==> src/rtl/ssp_fifo_pkg.sv <==
// ssp_fifo_pkg
// Shared constants and helpers for the parametrised SSP FIFO controllers
// (receive side here, transmit side later).
//   SSP_FIFO_DEPTH_DEFAULT : default number of FIFO entries
//   SSP_FIFO_TO_W_DEFAULT  : default width of the receive timeout counter
//   sspPtrWidth()          : pointer/level width for a given depth, i.e.
//                            address bits plus one wrap bit
package ssp_fifo_pkg;

  localparam int SSP_FIFO_DEPTH_DEFAULT = 8;
  localparam int SSP_FIFO_TO_W_DEFAULT  = 8;

  function automatic int sspPtrWidth(input int depth);
    return $clog2(depth) + 1;
  endfunction

endpackage

==> src/rtl/ssp_fifo_timeout.sv <==
// ssp_fifo_timeout
// Saturating receive-timeout counter and its raw interrupt flop.
//   i_clk, i_reset : clock and synchronous active-high reset
//   i_start        : FIFO activity this cycle, restarts the count from 0
//   i_enable       : FIFO holds data; the count is held at 0 while low
//   i_clear        : flush, zeroes the count and the interrupt
//   i_intClr       : interrupt clear (software clear or a data read)
//   i_limit        : timeout in clock cycles, 0 disables counting
//   o_rtris        : raw timeout interrupt status
module ssp_fifo_timeout
  import ssp_fifo_pkg::*;
#(
  parameter int TO_W = SSP_FIFO_TO_W_DEFAULT
) (
  input  logic            i_clk,
  input  logic            i_reset,
  input  logic            i_start,
  input  logic            i_enable,
  input  logic            i_clear,
  input  logic            i_intClr,
  input  logic [TO_W-1:0] i_limit,
  output logic            o_rtris
);

  logic [TO_W-1:0] r_count;
  logic            r_rtris;
  logic [TO_W-1:0] w_next;
  logic            w_counting;
  logic            w_hit;

  // Counting stops once the limit is reached, so the counter saturates
  // and never wraps, even if the limit is lowered below the current count.
  assign w_next     = r_count + TO_W'(1);
  assign w_counting = i_enable & ~i_start & ~i_clear &
                      (i_limit != '0) & (r_count < i_limit);
  assign w_hit      = w_counting & (w_next == i_limit);

  // The interrupt is set on the same edge the count reaches the limit;
  // any clear source wins over a simultaneous set.
  always_ff @(posedge i_clk) begin
    if (i_reset) begin
      r_count <= '0;
      r_rtris <= 1'b0;
    end else begin
      if (i_clear | i_start | ~i_enable) begin
        r_count <= '0;
      end else if (w_counting) begin
        r_count <= w_next;
      end

      if (i_clear | i_intClr) begin
        r_rtris <= 1'b0;
      end else if (w_hit) begin
        r_rtris <= 1'b1;
      end
    end
  end

  assign o_rtris = r_rtris;

endmodule

==> src/rtl/ssp_rx_fifo_cntl_p.sv <==
// ssp_rx_fifo_cntl_p
// Control block for the SSP receive FIFO: pointers, fill level, status
// flags, watermark, overrun and receive-timeout interrupts, and flush.
// Inputs:
//   i_PCLK, i_PRESET      : APB clock, synchronous active-high reset
//   i_RxFWrSync           : toggle-style write request from the SSPCLK side
//   i_TESTFIFO/i_SSPTDRWr : test-mode direct write path
//   i_RxFRdPtrInc         : APB read of the data register
//   i_RxFlush             : synchronous flush
//   i_RxWm, i_RxTo        : watermark and timeout settings
//   i_RXIM/i_RORIM/i_RTIM : interrupt masks
//   i_RORIC/i_RTIC        : interrupt clears
// Outputs:
//   o_RegFileWrEn, o_WrPtr, o_RdPtr : register-file write strobe and addresses
//   o_RxFLevel, o_RNE, o_RFF        : fill level, not empty, full
//   o_*RIS / o_*MIS                 : raw and masked interrupt status
module ssp_rx_fifo_cntl_p
  import ssp_fifo_pkg::*;
#(
  parameter int DEPTH = SSP_FIFO_DEPTH_DEFAULT,
  parameter int PTR_W = sspPtrWidth(DEPTH) - 1,
  parameter int TO_W  = SSP_FIFO_TO_W_DEFAULT
) (
  input  logic             i_PCLK,
  input  logic             i_PRESET,
  input  logic             i_RxFWrSync,
  input  logic             i_TESTFIFO,
  input  logic             i_SSPTDRWr,
  input  logic             i_RxFRdPtrInc,
  input  logic             i_RxFlush,
  input  logic [PTR_W:0]   i_RxWm,
  input  logic [TO_W-1:0]  i_RxTo,
  input  logic             i_RXIM,
  input  logic             i_RORIM,
  input  logic             i_RTIM,
  input  logic             i_RORIC,
  input  logic             i_RTIC,
  output logic             o_RegFileWrEn,
  output logic [PTR_W-1:0] o_WrPtr,
  output logic [PTR_W-1:0] o_RdPtr,
  output logic [PTR_W:0]   o_RxFLevel,
  output logic             o_RNE,
  output logic             o_RFF,
  output logic             o_RXRIS,
  output logic             o_RORRIS,
  output logic             o_RTRIS,
  output logic             o_RXMIS,
  output logic             o_RORMIS,
  output logic             o_RTMIS
);

  localparam int             LW       = PTR_W + 1;
  localparam logic [PTR_W:0] FULL_LVL = LW'(DEPTH);

  logic [PTR_W:0] r_wptr;
  logic [PTR_W:0] r_rptr;
  logic           r_delRxFWrSync;
  logic           r_rorris;

  logic [PTR_W:0] w_level;
  logic           w_rne;
  logic           w_rff;
  logic           w_wrReq;
  logic           w_rdValid;
  logic           w_wrAcc;
  logic           w_overrun;
  logic [PTR_W:0] w_effWm;
  logic           w_rtris;

  // The extra wrap bit makes full (difference DEPTH) distinct from empty.
  assign w_level = r_wptr - r_rptr;
  assign w_rne   = (w_level != '0);
  assign w_rff   = (w_level == FULL_LVL);

  // Requests are masked during reset so no register-file write can leak
  // out while the pointers are being cleared.
  assign w_wrReq   = ((i_RxFWrSync ^ r_delRxFWrSync) | (i_TESTFIFO & i_SSPTDRWr)) & ~i_PRESET;
  assign w_rdValid = i_RxFRdPtrInc & w_rne & ~i_RxFlush & ~i_PRESET;
  assign w_wrAcc   = w_wrReq & (~w_rff | w_rdValid) & ~i_RxFlush;
  assign w_overrun = w_wrReq & w_rff & ~w_rdValid & ~i_RxFlush;

  // Clamp the watermark into 1..DEPTH.
  always_comb begin
    w_effWm = i_RxWm;
    if (i_RxWm == '0) begin
      w_effWm = LW'(1);
    end else if (i_RxWm > FULL_LVL) begin
      w_effWm = FULL_LVL;
    end
  end

  // Pointer update; the sync delay flop keeps tracking during a flush so
  // that a toggle arriving with the flush is simply dropped.
  always_ff @(posedge i_PCLK) begin
    if (i_PRESET) begin
      r_wptr         <= '0;
      r_rptr         <= '0;
      r_delRxFWrSync <= 1'b0;
    end else begin
      r_delRxFWrSync <= i_RxFWrSync;
      if (i_RxFlush) begin
        r_wptr <= '0;
        r_rptr <= '0;
      end else begin
        if (w_wrAcc) begin
          r_wptr <= r_wptr + LW'(1);
        end
        if (w_rdValid) begin
          r_rptr <= r_rptr + LW'(1);
        end
      end
    end
  end

  // Sticky overrun flag; a new overrun beats a clear in the same cycle.
  always_ff @(posedge i_PCLK) begin
    if (i_PRESET) begin
      r_rorris <= 1'b0;
    end else if (w_overrun) begin
      r_rorris <= 1'b1;
    end else if (i_RORIC) begin
      r_rorris <= 1'b0;
    end
  end

  ssp_fifo_timeout #(
    .TO_W(TO_W)
  ) u_timeout (
    .i_clk   (i_PCLK),
    .i_reset (i_PRESET),
    .i_start (w_wrAcc | w_rdValid),
    .i_enable(w_rne),
    .i_clear (i_RxFlush),
    .i_intClr(i_RTIC | w_rdValid),
    .i_limit (i_RxTo),
    .o_rtris (w_rtris)
  );

  assign o_RegFileWrEn = w_wrAcc;
  assign o_WrPtr       = r_wptr[PTR_W-1:0];
  assign o_RdPtr       = r_rptr[PTR_W-1:0];
  assign o_RxFLevel    = w_level;
  assign o_RNE         = w_rne;
  assign o_RFF         = w_rff;
  assign o_RXRIS       = (w_level >= w_effWm);
  assign o_RORRIS      = r_rorris;
  assign o_RTRIS       = w_rtris;
  assign o_RXMIS       = o_RXRIS & i_RXIM;
  assign o_RORMIS      = r_rorris & i_RORIM;
  assign o_RTMIS       = w_rtris & i_RTIM;

endmodule
==> config.mk <==
export PLATFORM = sky130hd
export DESIGN_NAME = ssp_rx_fifo_cntl_p
export DESIGN_NICKNAME = d
export VERILOG_FILES = /design/src/rtl/ssp_fifo_pkg.sv /design/src/rtl/ssp_fifo_timeout.sv /design/src/rtl/ssp_rx_fifo_cntl_p.sv
export SDC_FILE = /design/constraint.sdc
export NUM_CORES = 1
export LEC_CHECK = 0
export BUFFER_PORTS_ARGS = -buffer_cell sky130_fd_sc_hd__buf_2
export CORE_ASPECT_RATIO = 0.6
export CORE_MARGIN = 8
export CORE_UTILIZATION = 48
export DETAILED_ROUTE_END_ITERATION = 7
export MAX_ROUTING_LAYER = met4
export PLACE_DENSITY = 0.76
export SLEW_MARGIN = 20
export SYNTH_ARGS = -nofsm -noshare
export SYNTH_HDL_FRONTEND = slang
export SYNTH_SLANG_ARGS = --single-unit
==> constraint.sdc <==
create_clock -name i_PCLK -period 2.5 [get_ports i_PCLK]
set_clock_uncertainty 0.2 [all_clocks]
set_input_delay 0.125 -clock i_PCLK [delete_from_list [all_inputs] [get_ports i_PCLK]]
set_output_delay 0.125 -clock i_PCLK [all_outputs]
set_load 0.01 [all_outputs]
==> run metrics <==
max-capacitance violation count=0; Compound-Gate Fraction of Synth Area=20.0%; cell taking the most area after synthesis=sky130_fd_sc_hd__dfxtp_1; TritonRoute pass-1 iters=4; number of synthesized register bits=19; tightest slew margin relative to the limit=63.9%; number of vias per cell after detailed routing=5.12; Core Box Area=3320 sq um; die height=62.1 microns; share of post-route cells with drive strength above 1=39.6%; ranking of synthesized cells by instance count=sky130_fd_sc_hd__dfxtp_1 (19), sky130_fd_sc_hd__inv_1 (19), sky130_fd_sc_hd__ha_1 (18), sky130_fd_sc_hd__nor2_1 (17), sky130_fd_sc_hd__nand2_1 (16); multi-input logic area=1230 sq um; wire length of the first global-routing pass=7.12 mm; simple-gate area share of the yosys netlist=19.5%; utilization after layout=66.0%; H-tree Lvls=1; endpoint kind of the worst setup timing path=output pin; clock edge transition at the registers on the reported setup and hold paths=0.07 ns; Filler cells=282; net count after synthesis=240; overall track demand over capacity in global routing=16.3%; distinct cell type count of the synthesized netlist=51; share of cell area taken by muxes after synthesis=2.36%; Max Slew Vio Count=0; I/O pins=43; Finish-stage setup viols=4; yosys synthesis warning count=0; post-synth top area share=22.4%; worst setup slack after placement=0.0000777 ns; worst-path maximum fanout=2; Num CTS Buffers=3; EDFF count, synth=0; XOR/XNOR Fraction of Synth Area=11.9%; Worst Path Arrival=2.33 ns; number of antenna violations at the first check in global routing=0; post-synthesis cell area=1700 sq um; hpwl dp=3.62 mm; Sequential Area=385 sq um; main combinational cell family by area after synthesis=compound AO/OA/AOI/OAI gates; Worst Path Required=2.17 ns; largest cells by area after synthesis=sky130_fd_sc_hd__dfxtp_1 (22%), sky130_fd_sc_hd__ha_1 (13%), sky130_fd_sc_hd__xnor2_1 (5.7%); Post-synth top flop=sky130_fd_sc_hd__dfxtp_1; post-synthesis sequential area ratio=22.4%; RePlAce Congestion=0.864; Initial Util=51.1%; global route overflow=0; critical path startpoint category=register; worst supply voltage drop on vdd=0.281 mV; adder-cell share of the synthesized area=14.4%; maximum number of pins on one net before global-route repair=11; setup repair after global routing missed its margin=true; floorplan die area=5760 sq um; Final Hold Violating Endpoints=0; leakage component of the power=1.06 nW; total power per unit cell area=408 nW/um^2; Skew-Pair Late Insertion Delay=0.25 ns; Setup WS post-layout=-0.157 ns; Clock Root Buffer=sky130_fd_sc_hd__clkbuf_8; Die Wd=92.8 microns; share of flip-flops with an asynchronous set or reset after synthesis=0%; outcome=finished with violations; class of the most critical setup path=register to output pin; layout overhead on the synthesized area=29.1%; drt initial violations=80; highest achievable clock rate=376 MHz; row cnt=16; portion of the clock cycle consumed by the worst path in the final layout=106%; maximum buffer depth of the clock tree=2; sum of routed wire length over all layers=4.42 mm; diodes inserted=0; Antenna Violating Nets Remaining=0; CTS tree=done; via count=1537; violated checks=negative setup slack; Tot Pwr=0.894 mW; min-delay worst type=primary input to register; final critical path time including I/O delays and setup=2.66 ns; net count of the finished layout=299; routed length per placed instance=14.7 microns; number of buffers added on ports=42; Synth Instances=197; via count of the first global-routing pass=1474; DR DRC count=0; Synth Area per Inst=8.63 sq um; measured slew at the worst slew-check pin=0.542 ns; sinks on the clock net=19
cell type report:
cell class	count	area share (%)
multi-input combinational	145	56.0
sequential	19	17.6
timing repair buffer	64	17.9
tap	45	2.57
inverter	23	3.94
clock buffer	4	2.05
cell families after synthesis:
| group | Yosys count |
|---|---|
| and+or+nand+nor | 62 |
| xor gates and xnor gates | 20 |
| adders and majority gates | 19 |
| DFF | 19 |
| buffers and inverters | 33 |
| muxes | 4 |
| AOI/OAI and AO/OA | 40 |
per-layer routing:
metal / track usage (%) / part of all wire [%] / vias up
li1: - / - / 797
met1: 23.6 / 53 / 682
met2: 21.0 / 39 / 54
met3: 5.64 / 7.4 / 4
met4: 2.50 / 1.0 / 0
met5: - / 0 / -
report_power, final:
part | switching (mW) | leakage, nW | internal [mW]
Clock | 0.0964 | 0.0228 | 0.113
Sequential | 0.0107 | 0.156 | 0.312
Combinational | 0.187 | 0.884 | 0.175
sequential cells by signal, indices dropped and copies added (netlist names):
register / cells
r_rptr: 4
u_timeout.r_count: 8
r_delRxFWrSync: 1
o_RORRIS: 1
u_timeout.o_rtris: 1
r_wptr: 4
per-stage QoR:
step           hold slack (ns)  cell area (sq um)  TNS [ns]  std cells
2_1_floorplan         -0.00358               1710         0        197
3_3_place_gp             0.115               2000         0        288
3_5_place_dp             0.113               2000         0        288
4_1_cts                 0.0373               2160    -0.153        298
5_1_grt                 0.0708               2190     -1.02        300
6_report                0.0349               2190    -0.206        300
placed cells by master (no fill, tap or decap), drive strengths merged, types with 3 or more instances in the layout:
| cell type | count |
|---|---|
| buf | 60 |
| inv | 23 |
| dfxtp | 19 |
| ha | 18 |
| nor2 | 17 |
| nand2 | 16 |
| xnor2 | 11 |
| xor2 | 9 |
| nand3 | 8 |
| a21oi | 8 |
| and2 | 6 |
| o21ai | 6 |
| a311oi | 5 |
| dlygate4sd3 | 4 |
| o211ai | 4 |
| mux2i | 4 |
| clkbuf | 4 |
| a21o | 3 |
| o31ai | 3 |
worst paths after layout:
kind	startpoint	to	slack [ns]	depth (start not counted)
max	r_wptr[0]	o_RXMIS	-0.16	10
min	i_RxFlush	r_wptr[2]	0.03	4
max reg2reg	r_wptr[0]	u_timeout.r_count[7]	-0.01	10
min reg2reg	r_wptr[2]	r_wptr[2]	0.30	1
worst max-delay path, cell delays in order (launching register included):
cell,delay (ns)
sky130_fd_sc_hd__dfxtp_2,0.33
sky130_fd_sc_hd__inv_2,0.04
sky130_fd_sc_hd__ha_4,0.15
sky130_fd_sc_hd__fa_2,0.54
sky130_fd_sc_hd__inv_2,0.05
sky130_fd_sc_hd__ha_4,0.20
sky130_fd_sc_hd__a21o_1,0.17
sky130_fd_sc_hd__a21o_1,0.16
sky130_fd_sc_hd__a21o_1,0.17
sky130_fd_sc_hd__and2_4,0.16
sky130_fd_sc_hd__buf_6,0.11
what timing repair did:
action	in CTS	in global routing
hold endpoints to repair	3	0
pin swaps	9	2
setup buffers	2	2
endpoints found under the setup margin	7	9
hold buffers	4	0
resized for setup	8	7
Power figures use the tool's default switching activity.
